**src/rtl/riscv_ctrl_pkg.sv**
```systemverilog
// Shared encodings for the multicycle RISC-V controller and datapath:
// opcodes, controller states, mux select codes and the per-state output decode.
package riscv_ctrl_pkg;

    localparam logic [6:0] OP_LW   = 7'b0000011;
    localparam logic [6:0] OP_SW   = 7'b0100011;
    localparam logic [6:0] OP_RTYP = 7'b0110011;
    localparam logic [6:0] OP_IALU = 7'b0010011;
    localparam logic [6:0] OP_BEQ  = 7'b1100011;
    localparam logic [6:0] OP_JAL  = 7'b1101111;

    typedef enum logic [3:0] {
        S_FETCH    = 4'd0,
        S_DECODE   = 4'd1,
        S_MEMADR   = 4'd2,
        S_MEMREAD  = 4'd3,
        S_MEMWB    = 4'd4,
        S_MEMWRITE = 4'd5,
        S_EXECR    = 4'd6,
        S_EXECI    = 4'd7,
        S_ALUWB    = 4'd8,
        S_BEQ      = 4'd9,
        S_JAL      = 4'd10,
        S_TRAP     = 4'd11
    } state_t;

    localparam logic       ADR_PC        = 1'b0;
    localparam logic       ADR_ALUOUT    = 1'b1;
    localparam logic [1:0] RES_ALUOUT    = 2'b00;
    localparam logic [1:0] RES_DATA      = 2'b01;
    localparam logic [1:0] RES_ALURESULT = 2'b10;
    localparam logic [1:0] SRCA_PC       = 2'b00;
    localparam logic [1:0] SRCA_OLDPC    = 2'b01;
    localparam logic [1:0] SRCA_RS1      = 2'b10;
    localparam logic [1:0] SRCB_RS2      = 2'b00;
    localparam logic [1:0] SRCB_IMM      = 2'b01;
    localparam logic [1:0] SRCB_FOUR     = 2'b10;
    localparam logic [1:0] ALUOP_ADD     = 2'b00;
    localparam logic [1:0] ALUOP_SUB     = 2'b01;
    localparam logic [1:0] ALUOP_FUNCT   = 2'b10;

    // fetch/branch are raw decode bits; the top qualifies them with MemReady/Zero
    typedef struct packed {
        logic       adr_src;
        logic       mem_write;
        logic       fetch;
        logic       pc_update;
        logic       branch;
        logic       reg_write;
        logic [1:0] result_src;
        logic [1:0] alu_src_a;
        logic [1:0] alu_src_b;
        logic [1:0] alu_op;
        logic       illegal;
    } ctrl_t;

    function automatic ctrl_t ctrl_decode(input logic [3:0] state);
        ctrl_t c;
        c = '0;
        case (state)
            S_FETCH: begin
                c.adr_src    = ADR_PC;
                c.alu_src_a  = SRCA_PC;
                c.alu_src_b  = SRCB_FOUR;
                c.alu_op     = ALUOP_ADD;
                c.result_src = RES_ALURESULT;
                c.fetch      = 1'b1;
            end
            S_DECODE: begin
                c.alu_src_a = SRCA_OLDPC;
                c.alu_src_b = SRCB_IMM;
                c.alu_op    = ALUOP_ADD;
            end
            S_MEMADR: begin
                c.alu_src_a = SRCA_RS1;
                c.alu_src_b = SRCB_IMM;
                c.alu_op    = ALUOP_ADD;
            end
            S_MEMREAD: begin
                c.adr_src    = ADR_ALUOUT;
                c.result_src = RES_ALUOUT;
            end
            S_MEMWB: begin
                c.result_src = RES_DATA;
                c.reg_write  = 1'b1;
            end
            S_MEMWRITE: begin
                c.adr_src    = ADR_ALUOUT;
                c.result_src = RES_ALUOUT;
                c.mem_write  = 1'b1;
            end
            S_EXECR: begin
                c.alu_src_a = SRCA_RS1;
                c.alu_src_b = SRCB_RS2;
                c.alu_op    = ALUOP_FUNCT;
            end
            S_EXECI: begin
                c.alu_src_a = SRCA_RS1;
                c.alu_src_b = SRCB_IMM;
                c.alu_op    = ALUOP_FUNCT;
            end
            S_ALUWB: begin
                c.result_src = RES_ALUOUT;
                c.reg_write  = 1'b1;
            end
            S_BEQ: begin
                c.alu_src_a  = SRCA_RS1;
                c.alu_src_b  = SRCB_RS2;
                c.alu_op     = ALUOP_SUB;
                c.result_src = RES_ALUOUT;
                c.branch     = 1'b1;
            end
            S_JAL: begin
                c.alu_src_a  = SRCA_OLDPC;
                c.alu_src_b  = SRCB_FOUR;
                c.alu_op     = ALUOP_ADD;
                c.result_src = RES_ALUOUT;
                c.pc_update  = 1'b1;
            end
            default: c.illegal = 1'b1;
        endcase
        return c;
    endfunction

endpackage

```
**src/rtl/multicycle_ctrl_next.sv**
```systemverilog
// Next-state function of the multicycle controller: state, opcode and
// memory handshake in, next state out. Purely combinational.
module multicycle_ctrl_next
    import riscv_ctrl_pkg::*;
(
    input  state_t     state,
    input  logic [6:0] op,
    input  logic       mem_ready,
    output state_t     next_state
);

    // transition table; unknown opcodes and unused codes collapse into TRAP
    always_comb begin
        next_state = S_TRAP;
        case (state)
            S_FETCH: begin
                if (mem_ready) next_state = S_DECODE;
                else           next_state = S_FETCH;
            end
            S_DECODE: begin
                case (op)
                    OP_LW, OP_SW: next_state = S_MEMADR;
                    OP_RTYP:      next_state = S_EXECR;
                    OP_IALU:      next_state = S_EXECI;
                    OP_BEQ:       next_state = S_BEQ;
                    OP_JAL:       next_state = S_JAL;
                    default:      next_state = S_TRAP;
                endcase
            end
            S_MEMADR: begin
                if (op == OP_LW)      next_state = S_MEMREAD;
                else if (op == OP_SW) next_state = S_MEMWRITE;
                else                  next_state = S_TRAP;
            end
            S_MEMREAD: begin
                if (mem_ready) next_state = S_MEMWB;
                else           next_state = S_MEMREAD;
            end
            S_MEMWRITE: begin
                if (mem_ready) next_state = S_FETCH;
                else           next_state = S_MEMWRITE;
            end
            S_MEMWB:  next_state = S_FETCH;
            S_EXECR:  next_state = S_ALUWB;
            S_EXECI:  next_state = S_ALUWB;
            S_JAL:    next_state = S_ALUWB;
            S_ALUWB:  next_state = S_FETCH;
            S_BEQ:    next_state = S_FETCH;
            default:  next_state = S_TRAP;
        endcase
    end

endmodule

```
**src/rtl/multicycle_ctrl.sv**
```systemverilog
// Moore main controller for the multicycle RISC-V datapath. Select outputs are
// a registered decode of the state; enables are gated by MemReady, Zero and reset.
module multicycle_ctrl
    import riscv_ctrl_pkg::*;
#(
    parameter int STATE_W = 4
) (
    input  logic               clk,
    input  logic               reset,
    input  logic [6:0]         Op,
    input  logic               Zero,
    input  logic               MemReady,
    output logic               PCWrite,
    output logic               AdrSrc,
    output logic               MemWrite,
    output logic               IRWrite,
    output logic [1:0]         ResultSrc,
    output logic [1:0]         ALUSrcA,
    output logic [1:0]         ALUSrcB,
    output logic [1:0]         ALUOp,
    output logic               RegWrite,
    output logic               Illegal,
    output logic [STATE_W-1:0] StateOut
);

    state_t state_r;
    state_t next_state_s;
    ctrl_t  ctrl_r;
    logic   run_s;

    multicycle_ctrl_next u_next (
        .state      (state_r),
        .op         (Op),
        .mem_ready  (MemReady),
        .next_state (next_state_s)
    );

    // state register; ctrl_r holds the decode of the state being entered so it always matches state_r
    always_ff @(posedge clk) begin
        if (reset) begin
            state_r <= S_FETCH;
            ctrl_r  <= ctrl_decode(S_FETCH);
        end else begin
            state_r <= next_state_s;
            ctrl_r  <= ctrl_decode(next_state_s);
        end
    end

    assign run_s = ~reset;

    assign PCWrite   = run_s & ((ctrl_r.fetch & MemReady) | ctrl_r.pc_update | (ctrl_r.branch & Zero));
    assign IRWrite   = run_s & ctrl_r.fetch & MemReady;
    assign MemWrite  = run_s & ctrl_r.mem_write;
    assign RegWrite  = run_s & ctrl_r.reg_write;
    assign AdrSrc    = ctrl_r.adr_src;
    assign ResultSrc = ctrl_r.result_src;
    assign ALUSrcA   = ctrl_r.alu_src_a;
    assign ALUSrcB   = ctrl_r.alu_src_b;
    assign ALUOp     = ctrl_r.alu_op;
    assign Illegal   = ctrl_r.illegal;
    assign StateOut  = STATE_W'(state_r);

endmodule

```
**config.mk**
```make
export PLATFORM = sky130hd
export DESIGN_NAME = multicycle_ctrl
export DESIGN_NICKNAME = d
export VERILOG_FILES = /design/src/rtl/riscv_ctrl_pkg.sv /design/src/rtl/multicycle_ctrl_next.sv /design/src/rtl/multicycle_ctrl.sv
export SDC_FILE = /design/constraint.sdc
export NUM_CORES = 1
export LEC_CHECK = 0
export CAP_MARGIN = 30
export CORE_AREA = 2 2 51 53
export DETAILED_ROUTE_END_ITERATION = 7
export DIE_AREA = 0 0 53 55
export PLACE_DENSITY = 0.83
export SYNTH_ARGS = -nofsm -noshare
export SYNTH_HDL_FRONTEND = slang
export SYNTH_SLANG_ARGS = --single-unit
```
**constraint.sdc**
```tcl
create_clock -name clk -period 2.1 [get_ports clk]
set_input_delay 0.21 -clock clk [delete_from_list [all_inputs] [get_ports clk]]
set_output_delay 0.21 -clock clk [all_outputs]
set_load 0.01 [all_outputs]
```
==> metrics.log, run 1 <==
[metrics] final worst path period share: 95.7%
[metrics] worst slack at placement: -131 ps
[metrics] run status: complete, no violations
[metrics] highest-count cells in the layout ignoring fill and taps: clkdlybuf4s50_1, buf_4, dfxtp_1
[metrics] Initial Utilization: 43.5%
[metrics] WL per Instance: 14.3 um
[metrics] Pre-antenna DRT Iters: 4
[metrics] measured slew at the worst slew-check pin: 424 ps
[metrics] clock root buffer master: clkbuf_4
[metrics] hold buffer count at CTS: 0
[metrics] share of synthesized flip-flops with an asynchronous set or reset: 0%
[metrics] share of cells above drive strength 1: 23.5%
[metrics] Critical Path Fanout Max: 4
[metrics] Critical Path AT: 2260 ps
[metrics] start point of the worst hold path: reset
[metrics] standard cell core area: 2360 sq um
[metrics] first-pass GRT wire length: 3880 um
[metrics] pwr/cell area: 1380 nW/um^2
[metrics] Data required, critical path: 2350 ps
[metrics] clock tree from TritonCTS: built
[metrics] Mean Syn Cell Area: 8.95 sq um
[metrics] layout filler cell count: 203
[metrics] most common library cell in the layout ignoring fill and taps: clkdlybuf4s50_1
[metrics] total of max-cap violations: 0
[metrics] fmax: 0.498 GHz
[metrics] DIE WIDTH: 53 um
[metrics] number of synthesis warnings: 0
[metrics] Max stage delay on crit path: 450 ps
[metrics] post-synth net total: 126
[metrics] final core utilization: 60.4%
[metrics] hold depth: 2
[metrics] floorplan row count: 18
[metrics] post-route minimum period: 2010 ps
[metrics] number of antenna violations at the first check in global routing: 0
[metrics] worst path setup slack after routing: 90.4 ps
[metrics] Worst-Skew Late Latency: 300 ps
[metrics] Syn Inst Count: 115
[metrics] max-slew violations: 0
[metrics] TritonCTS buffer count: 3
[metrics] CTS clk-pin slew, worst paths: 100 ps
[metrics] cell area after technology mapping: 1030 sq um
[metrics] crit start category: primary input
[metrics] share of synthesized area occupied by flip-flops and latches: 35.0%
[metrics] FF-to-FF path depth: 6
[metrics] critical path's slowest cell: clkdlybuf4s50_1
[metrics] setup-violating endpoint count in the final report: 0
[metrics] Clock Path Buffers: 2
[metrics] type of element capturing the critical path: register
[metrics] via count of the first global-routing pass: 857
[metrics] count of antenna diodes in the layout: 0
[metrics] startpoint of the lowest-slack register-to-register path: StateOut[2]
[metrics] final hold violation count: 0
[metrics] Distinct cells, synth: 45
[metrics] Overall Power: 1980 uW
[metrics] number of storage elements in the synthesis netlist: 18
[metrics] number of primary I/O pins: 29
[metrics] Worst Skew: 9.55 ps
[metrics] end point of the most critical hold path: ALUOp[1]
[metrics] ANT nets after route: 0
[metrics] classification of the worst setup path: primary input to register
[metrics] Via Count: 981
[metrics] Reg2Reg Capture Point: ALUSrcA[1]
[metrics] Leak Pwr: 0.000551 uW
[metrics] final wirelength: 2560 um
[metrics] Syn-to-layout area delta: 38.8%
[metrics] dpl hpwl: 1930 um
[metrics] largest net degree at the start of global routing: 12
[metrics] violation count after the first detailed-route iteration: 23
[metrics] count of clock tree sinks: 18
[metrics] Vias/cell: 5.48
[metrics] htree depth: 1
[metrics] grt ovf: 0
[metrics] internal reg-to-reg setup slack: 120 ps
[metrics] global router's overall resource usage: 18.5%
[metrics] Max-slew headroom: 71.3%
[metrics] DIE AREA: 2920 sq um
[metrics] number of design rule violations left after detail routing: 0
[metrics] worst IR drop on VDD: 0.000870 V
[metrics] leading register cell type out of synthesis: dfxtp_1
[metrics] crit path cell chain: clkdlybuf4s50_1, and3b_2, nand2_1, o311ai_1, nand3_1, buf_4, nor4_2, or3_1
[metrics] number of buffer cells added on primary ports: 28
[metrics] worst hold-check path type: primary input to register
[metrics] net count reported at finish: 161
[metrics] number of flops mapped to enable cells by yosys: 0
[metrics] global placer's final weighted congestion: 0.807
[metrics] Die Y: 55 um
==> sequential cells by signal, summed over array words and instances, names as in the netlist <==
signal and cells:
StateOut 4, ALUSrcA 2, Illegal 1, ctrl_r 4, ALUSrcB 2, ResultSrc 2, AdrSrc 1, ALUOp 2
==> cell usage after synthesis (2+ instances only) <==
| cell type | n | area share, % |
|---|---|---|
| inv_1 | 4 | 1.5 |
| buf_4 | 8 | 5.8 |
| nand2_1 | 6 | 2.2 |
| buf_6 | 3 | 3.3 |
| nor4_1 | 2 | 1.2 |
| nor3b_1 | 2 | 1.5 |
| nor2b_1 | 3 | 1.8 |
| clkbuf_1 | 3 | 1.1 |
| o21ai_0 | 3 | 1.5 |
| nor2_1 | 7 | 2.6 |
| and3_1 | 2 | 1.2 |
| a221oi_2 | 2 | 2.9 |
| and2_1 | 2 | 1.2 |
| nand3_1 | 6 | 2.9 |
| dfxtp_1 | 18 | 35 |
| a21oi_1 | 7 | 3.4 |
| nor3_1 | 5 | 2.4 |
| buf_2 | 2 | 0.97 |
| nand4b_1 | 2 | 1.7 |
| nand2b_1 | 3 | 1.8 |
==> how the worst max path moves through the flow <==
stage | start | endpoint | slack (ps) | depth (start not counted)
6_report | Op[6] | ALUSrcA[1] | 90 | 8
3_3_place_gp | Op[5] | ALUSrcA[1] | -20 | 7
3_5_place_dp | Op[5] | ALUSrcA[1] | -130 | 7
4_1_cts | StateOut[2] | ALUSrcA[1] | 80 | 6
5_1_grt | StateOut[2] | AdrSrc | -20 | 8
2_1_floorplan | StateOut[2] | ALUSrcA[1] | 230 | 7
==> metrics by stage <==
step / hold slack, ps / instance area [sq um] / setup TNS [ps] / std cells
2_1_floorplan: 448 / 1030 / 0 / 115
3_3_place_gp: 840 / 1360 / -24.5 / 174
3_5_place_dp: 849 / 1360 / -267 / 174
4_1_cts: 678 / 1400 / 0 / 178
5_1_grt: 734 / 1430 / -46.9 / 179
6_report: 688 / 1430 / 0 / 179
==> layer usage <==
metal / track usage [%] / vias to the layer above / share of wire (%)
li1: - / 475 / -
met1: 22.6 / 464 / 44
met2: 33.1 / 34 / 50
met3: 2.42 / 8 / 4.9
met4: 6.84 / 0 / 1.7
met5: 0 / - / 0
==> cells by family (layout without fill, tap and decap cells) <==
kind of cell / count (synthesis) / after routing / share of synthesized area [%]
AOI/OAI and AO/OA: 24 / 24 / 18.8
buffers and inverters: 20 / 54 / 12.6
DFF: 18 / 18 / 35.0
and+or+nand+nor: 53 / 53 / 33.5
==> layout make-up <==
class	instances	area (sq um)	area share [%]
multi-input cells	77	563	39.4
repair buffers	46	415	29.1
flip-flops and latches	18	362	25.3
well taps	30	37.5	2.63
clock buffers	4	36.3	2.54
inverters	4	15.0	1.05
==> critical path, delay by kind of cell <==
kind | cells | cell delay [ps]
buffers and inverters | 2 | 640
AND/OR/NAND/NOR | 5 | 1020
AO/OA/AOI/OAI | 1 | 390
==> power by group <==
part | switching (uW) | internal (uW)
Sequential | 72.5 | 445
Combinational | 616 | 632
Clock | 105 | 106
Total | 793 | 1180
==> timing repair <==
item,CTS,global route
gates resized for setup,0,4
setup buffers,0,1
endpoints found under the setup margin,0,3
No activity file was read; power rests on OpenSTA's default activity.
==> run 2: changes to the inputs <==
REMOVE_ABC_BUFFERS = 1   (was default)
==> run 2 against run 1 <==
Net effect: first-iteration DRC count up 13%; critical endpoint is now AdrSrc; sequential power up 4.6%; via count down 7.1%; worst hold slack better by 120 ps; cell area down 2.8%.
==> metrics.log, run 2 (same netlist as run 1, synthesis figures left out) <==
[metrics] run status: complete, no violations
[metrics] Cells after DPL: 174
[metrics] worst slack at placement: -56.7 ps
[metrics] type of element capturing the critical path: register
[metrics] dpl hpwl: 1770 um
[metrics] share of cells above drive strength 1: 23.1%
[metrics] TritonCTS buffer count: 3
[metrics] Critical Path AT: 2160 ps
[metrics] hold depth: 3
[metrics] ANT nets after route: 0
[metrics] most common library cell in the layout ignoring fill and taps: clkdlybuf4s50_1
[metrics] CTS clk-pin slew, worst paths: 90 ps
[metrics] via count of the first global-routing pass: 868
[metrics] layout filler cell count: 219
[metrics] first-pass GRT wire length: 3640 um
[metrics] Max-slew headroom: 69.0%
[metrics] clock tree from TritonCTS: built
[metrics] number of primary I/O pins: 29
[metrics] clock root buffer master: clkbuf_4
[metrics] Pre-antenna DRT Iters: 4
[metrics] grt ovf: 0
[metrics] highest-count cells in the layout ignoring fill and taps: clkdlybuf4s50_1, buf_4, dfxtp_1
[metrics] Overall Power: 1870 uW
[metrics] setup repair after global routing missed its margin: no
[metrics] worst path setup slack after routing: 154 ps
[metrics] FF-to-FF path depth: 7
[metrics] PostCTS Resize Cnt: 0
[metrics] pwr/cell area: 1340 nW/um^2
[metrics] final instance area: 1390 sq um
[metrics] Die Y: 55 um
[metrics] area of the multi-input gates: 543 sq um
[metrics] Vias/cell: 5.15
[metrics] setup repair bufs after CTS: 0
[metrics] count of placed standard cells in the final layout, fillers left out: 177
[metrics] violation count after the first detailed-route iteration: 26
[metrics] global router's overall resource usage: 16.6%
[metrics] setup-violating endpoint count in the final report: 0
[metrics] total of max-cap violations: 0
[metrics] net count reported at finish: 160
[metrics] Data required, critical path: 2320 ps
[metrics] worst IR drop on VDD: 0.000878 V
[metrics] worst hold-check path type: register to register
[metrics] Via Count: 911
[metrics] global placer's final weighted congestion: 0.858
[metrics] number of antenna violations at the first check in global routing: 0
[metrics] final worst path period share: 92.7%
[metrics] final core utilization: 58.7%
[metrics] floorplan row count: 18
[metrics] DIE WIDTH: 53 um
[metrics] number of buffer cells added on primary ports: 28
[metrics] Worst-Skew Late Latency: 280 ps
[metrics] DIE AREA: 2920 sq um
[metrics] final hold violation count: 0
[metrics] Leak Pwr: 0.000535 uW
[metrics] Post-Place Cell Area: 1360 sq um
[metrics] Syn-to-layout area delta: 34.9%
[metrics] crit start category: register
[metrics] count of clock tree sinks: 18
[metrics] Initial Utilization: 43.5%
[metrics] count of antenna diodes in the layout: 0
[metrics] flip-flop and latch area: 363 sq um
[metrics] fmax: 0.514 GHz
[metrics] measured slew at the worst slew-check pin: 465 ps
[metrics] post-route minimum period: 1950 ps
[metrics] htree depth: 1
[metrics] hold buffer count at CTS: 0
[metrics] final wirelength: 2210 um
[metrics] Critical Path Fanout Max: 10
[metrics] largest net degree at the start of global routing: 14
[metrics] Clock Path Buffers: 2
[metrics] number of design rule violations left after detail routing: 0
[metrics] classification of the worst setup path: register to register
[metrics] Worst Skew: 4.61 ps
[metrics] WL per Instance: 12.5 um
[metrics] standard cell core area: 2360 sq um
[metrics] max-slew violations: 0
## run 2: cell count changes in the layout (fill, tap and decap cells not counted), sizes merged
cell / previous run / this run
buf: 18 / 17
clkbuf: 4 / 3
## run 2: final timing paths
kind | from | to | slack [ps]
worst max-delay path | StateOut[2] | AdrSrc | 150
worst min register to register | StateOut[1] | ALUSrcA[0] | 810
worst min-delay path | StateOut[1] | ALUSrcA[0] | 810
worst max register to register | StateOut[2] | AdrSrc | 150
## run 2: layout make-up
| cell class | instances | share of cell area, % |
|---|---|---|
| Multi-Input combinational cell | 77 | 39.1 |
| Timing Repair Buffer | 45 | 29.4 |
| Sequential cell | 18 | 26.1 |
| Tap cell | 30 | 2.70 |
| Clock buffer | 3 | 1.62 |
| Inverter | 4 | 1.08 |
## run 2: power breakdown
group	switching [uW]	internal, uW	leakage (uW)	total (uW)
combinational	566	603	0.000373	1170
sequential	94.0	447	0.000148	541
clock	89.1	66.5	0.0000138	156
## run 2: per-stage QoR
stage / setup TNS (ps) / hold WS [ps]
global route: 0 / 869
finish: 0 / 812
detailed placement: -101 / 874
CTS: 0 / 829
floorplan: 0 / 276
global placement: 0 / 869
## run 2: critical path: stages (launching register included)
cell	delay, ps
dfxtp_1	620
buf_4	210
nor2_1	40
o21ai_0	250
nand3_1	150
buf_4	180
or2_2	280
a21boi_1	140
## run 2: layer usage
layer | global-route usage (%) | vias up | share of wire (%)
met2 | 29.4 | 30 | 49
met3 | 4.30 | 0 | 5.4
met5 | 0 | - | 0
met4 | 2.56 | 0 | 0
met1 | 20.9 | 411 | 46
li1 | - | 470 | -
==> variant 1: new RTL, config.mk and constraints of run 2 <==
Make the reset (`reset`) asynchronous in one clocked block.
--- a/src/rtl/multicycle_ctrl.sv
+++ b/src/rtl/multicycle_ctrl.sv
@@ -38,3 +38,3 @@
     // state register; ctrl_r holds the decode of the state being entered so it always matches state_r
-    always_ff @(posedge clk) begin
+    always_ff @(posedge clk or posedge reset) begin
         if (reset) begin
Check against the original RTL: differs if reset is asserted again (counterexample within 4 cycles, from zero or initial values and one cycle with reset high); with reset held inactive, the same outputs for 10 cycles.
==> variant 1 against run 2 <==
- synthesized area decreased by 0.61%
- sequential cell count unchanged
- critical path depth is the same
- non-clock buffer count decreased by 7
- die area is the same
- clock skew is 2.9 ps higher
- first-iteration DRC count increased by 23%
- total power increased by 2.2%
- wire length grew 2.5%
- setup slack got worse by 42 ps
- cell area is 3.6% lower
- via count decreased by 4.4%
- maximum frequency fell by 2.1%
- largest power group unchanged
==> variant 1: results (changes against run 2) <==
cells_and_area:
  drive_above_1_share: 0.2190  # -0.01231
  buf_share: 0.2654  # -0.02827
  fill_cells: 202  # -7.8%
  inverters: 6  # +2
  clock_tree_area_fraction: 0.01682  # +0.0006062
  multi_input_cells: 72  # -6.5%
  fin_nets: 150  # -6.3%
  multiInputGateArea_sq_um: 447.9  # -18%
  area_delta_synth_final_pct: 30.81
  nNonClkBuffers: 38  # -16%
grt:
  grt_max_degree: 19  # +5
  use_met1: 0.1966  # -0.01193
  grt_pass1_vias: 802  # -7.6%
  grt_usage: 0.1705  # +0.004154
  grt_use_met3: 0.03763  # -0.005376
  grtUsageMet2: 0.3125  # +0.01875
  grt_pass1_wl_mm: 3.567  # -1.9%
placement:
  pre_cts_slack_ps: -59.10  # -2.432 ps
  dp_cells: 164  # -5.7%
  post_dp_cell_area_sq_mm: 0.001310  # -3.7%
  hpwl_mm: 1.754  # -0.91%
  globalplace.congestion: 0.7605  # -11%
power_and_ir_drop:
  p_sw_frac: 0.4182  # +0.01672
  p_per_area_mw_per_mm2: 1424  # +6.0%
  p_leak_nw: 0.5920  # +11%
  pwr-share-seq: 0.282  # -0.008
  pwr-share-comb: 0.632  # +0.005
  ir_worst_vdd_mv: 0.7720  # -12%
clock_tree:
  cts_htree_levels: 1  # unchanged
  path_clk_slew_ps: 100
routing:
  drt_iter0_drc: 32  # +23%
  drtPass1Iterations: 5  # +1
  wl_per_cell_um: 13.55  # +8.6%
  dr_total_vias: 871  # -4.4%
  drt-total-wl_mm: 2.263  # +2.5%
logic_synthesis:
  synthDistinctLibCells: 37  # -18%
  async_flop_share: 1.000  # +1.000
  avgSynthCellArea_sq_um: 9.390  # +4.9%
  yosys-top-cells-count: "dfrtp_1 (16), nand2_1 (12), nor2_1 (11)"
setup_path:
  reg2reg_slack_ps: 110  # -40 ps
  path_max_fanout: 12  # +2
  slowest_delay_ps: 560  # -60 ps
  slowest_stage: "dfrtp_1"
  reg2reg_to: "Illegal"
  reg2reg_from: "StateOut[0]"
  cp.arrival_ps: 2160  # about the same
  path_delay_family: "flip-flops"
timing:
  tightestPinTransition_ps: 664.9  # +199.8 ps
  finClkSkew_ps: 7.533  # +2.926 ps
  hold_ws_ps: 438.8  # -373.3 ps
outcome:
  outcome: "finished clean"
## variant 1: changes by cell type in the layout (fill, tap and decap cells not counted), sizes merged, moves of 3 or more
cell   change
buf        -7
nand2      +6
dfrtp     +16
nor2       +3
and2b      +3
dfxtp     -18
nand3      -4
## variant 1: how the worst max path moves through the flow
stage                     slack, ps  depth (start not counted)         end         from
after global routing              5                          7     Illegal  StateOut[0]
after detailed placement        -60                          7  ALUSrcA[0]        Op[2]
final                           110                          7     Illegal  StateOut[0]
after CTS                        80                          6  ALUSrcB[0]  StateOut[0]
after floorplan                 270                          6  ALUSrcB[0]  StateOut[2]
after global placement           30                          7  ALUSrcA[0]        Op[2]
## variant 1: cell families after synthesis
family,count (synthesis),share of synthesized area
compound gates,21,0.1491
xor+xnor,1,0.008559
buf+inv,19,0.1259
flops,18,0.4425
mux,1,0.01100
simple gates,49,0.2628
## variant 1: per-layer routing
layer / wire [um] / part of all wire
met1: 922 / 0.41
met2: 1217 / 0.54
met3: 96 / 0.042
met4: 27 / 0.012
met5: 0 / 0
==> variant 2: new RTL, settings of run 2 <==
Made on the original files. Change the parameter `STATE_W` from 4 to 5.
--- a/src/rtl/multicycle_ctrl.sv
+++ b/src/rtl/multicycle_ctrl.sv
@@ -5,3 +5,3 @@
 #(
-    parameter int STATE_W = 4
+    parameter int STATE_W = 5
 ) (
Ports: changed (resized StateOut); port bits go from 29 to 30. No check against the original RTL was run, so the function may have changed too.
==> variant 2 against run 2 <==
- utilization shrank 0.74 points
- setup slack lost 25 ps
- clock skew is essentially flat
- sequential cell count is the same
- sequential share of layout area grew 0.15 points
- synthesized cell count grew 1.7%
- count of clock-buffer cells in the layout is the same
- combinational power shrank 3%
- total power shrank 3.9%
- cell area shrank 1.3%
- synthesized area grew 1.1%
- wire length shrank 0.54%
- sequential power shrank 5.9%
- highest routed layer is now met4
==> variant 2: results (changes against run 2) <==
outcome:
  outcome: "finished clean"
cells_and_area:
  nNonClkBuffers: 43  # -4.4%
  fill_cells: 218  # -0.46%
  regArea_sq_um: 360.3  # -0.69%
  fin_nets: 159  # -0.63%
  clock_tree_area_fraction: 0.01642  # +0.0002071
  drive_above_1_share: 0.1986  # -0.03266
worst_hold_path:
  min-delay-start: "reset"
  whs_endpoint: "ctrl_r[9]"
  hold_path.class: "input port to flop"
  hold_depth: 2  # -1
placement:
  pre_cts_slack_ps: -44.69  # +11.98 ps
  post_dp_cell_area_sq_mm: 0.001349  # -0.83%
  dp_cells: 173  # -0.57%
  globalplace.congestion: 0.7978  # -7.0%
  hpwl_mm: 1.794  # +1.3%
setup_path:
  reg2reg_to: "ALUSrcA[1]"
  reg2reg_from: "state_r[2]"
  slowest_delay_ps: 410  # -210 ps
  ff2ff_path_depth: 6  # -1
  cp.arrival_ps: 2140  # -20 ps
  reg2reg_slack_ps: 130  # -30 ps
power_and_ir_drop:
  pwr-share-comb: 0.629  # +0.002
  power.internal_mw: 1.059  # -5.2%
  ir_worst_vdd_mv: 0.9202  # +4.8%
  p_leak_nw: 0.5287  # -1.1%
routing:
  drt-total-wl_mm: 2.196  # -0.54%
  dr_total_vias: 948  # +4.1%
  highest_layer: "met4"
  drt_iter0_drc: 27  # +3.8%
logic_synthesis:
  synth_area_leaders: "dfxtp_1 (35%), buf_4 (6.5%), a21oi_1 (3.4%)"
  syn-instance-count: 117  # +1.7%
  synth.yosys.seq_area_share: 0.3462  # -0.003785
  synthDistinctLibCells: 46  # +2.2%
timing:
  finClkSkew_ps: 4.839  # +0.2328 ps
  hold_ws_ps: 815.4  # +3.352 ps
grt:
  grt_pass1_vias: 834  # -3.9%
  grt_usage: 0.1686  # +0.002198
  grt_pass1_wl_mm: 3.615  # -0.58%
## variant 2: cell count changes in the layout (fill, tap and decap cells not counted)
cell / change
a21oi_1: +1
dfxtp_1: +2
buf_4: -2
conb_1: +1
dfxtp_2: -2
a21oi_2: -1
## variant 2: logic make-up (layout without fill, tap and decap cells)
| family | Yosys count | count (layout) | synth area share |
|---|---|---|---|
| simple gates | 53 | 53 | 0.3317 |
| compound gates | 24 | 24 | 0.1863 |
| buf+inv | 21 | 50 | 0.1322 |
| flops | 18 | 18 | 0.3462 |
| other cells | 1 | 1 | 0.003602 |
## variant 2: worst max path at each step
stage               start          to  slack (ps)  cells after the start
6_report       state_r[2]  ALUSrcA[1]         130                      6
5_1_grt        state_r[1]  ALUSrcA[1]          10                      7
4_1_cts        state_r[1]  ALUSrcA[1]         100                      6
3_5_place_dp        Op[4]      AdrSrc         -40                      8
3_3_place_gp        Op[5]  ALUSrcA[1]           5                      7
2_1_floorplan  state_r[0]  ALUSrcA[1]         150                      6
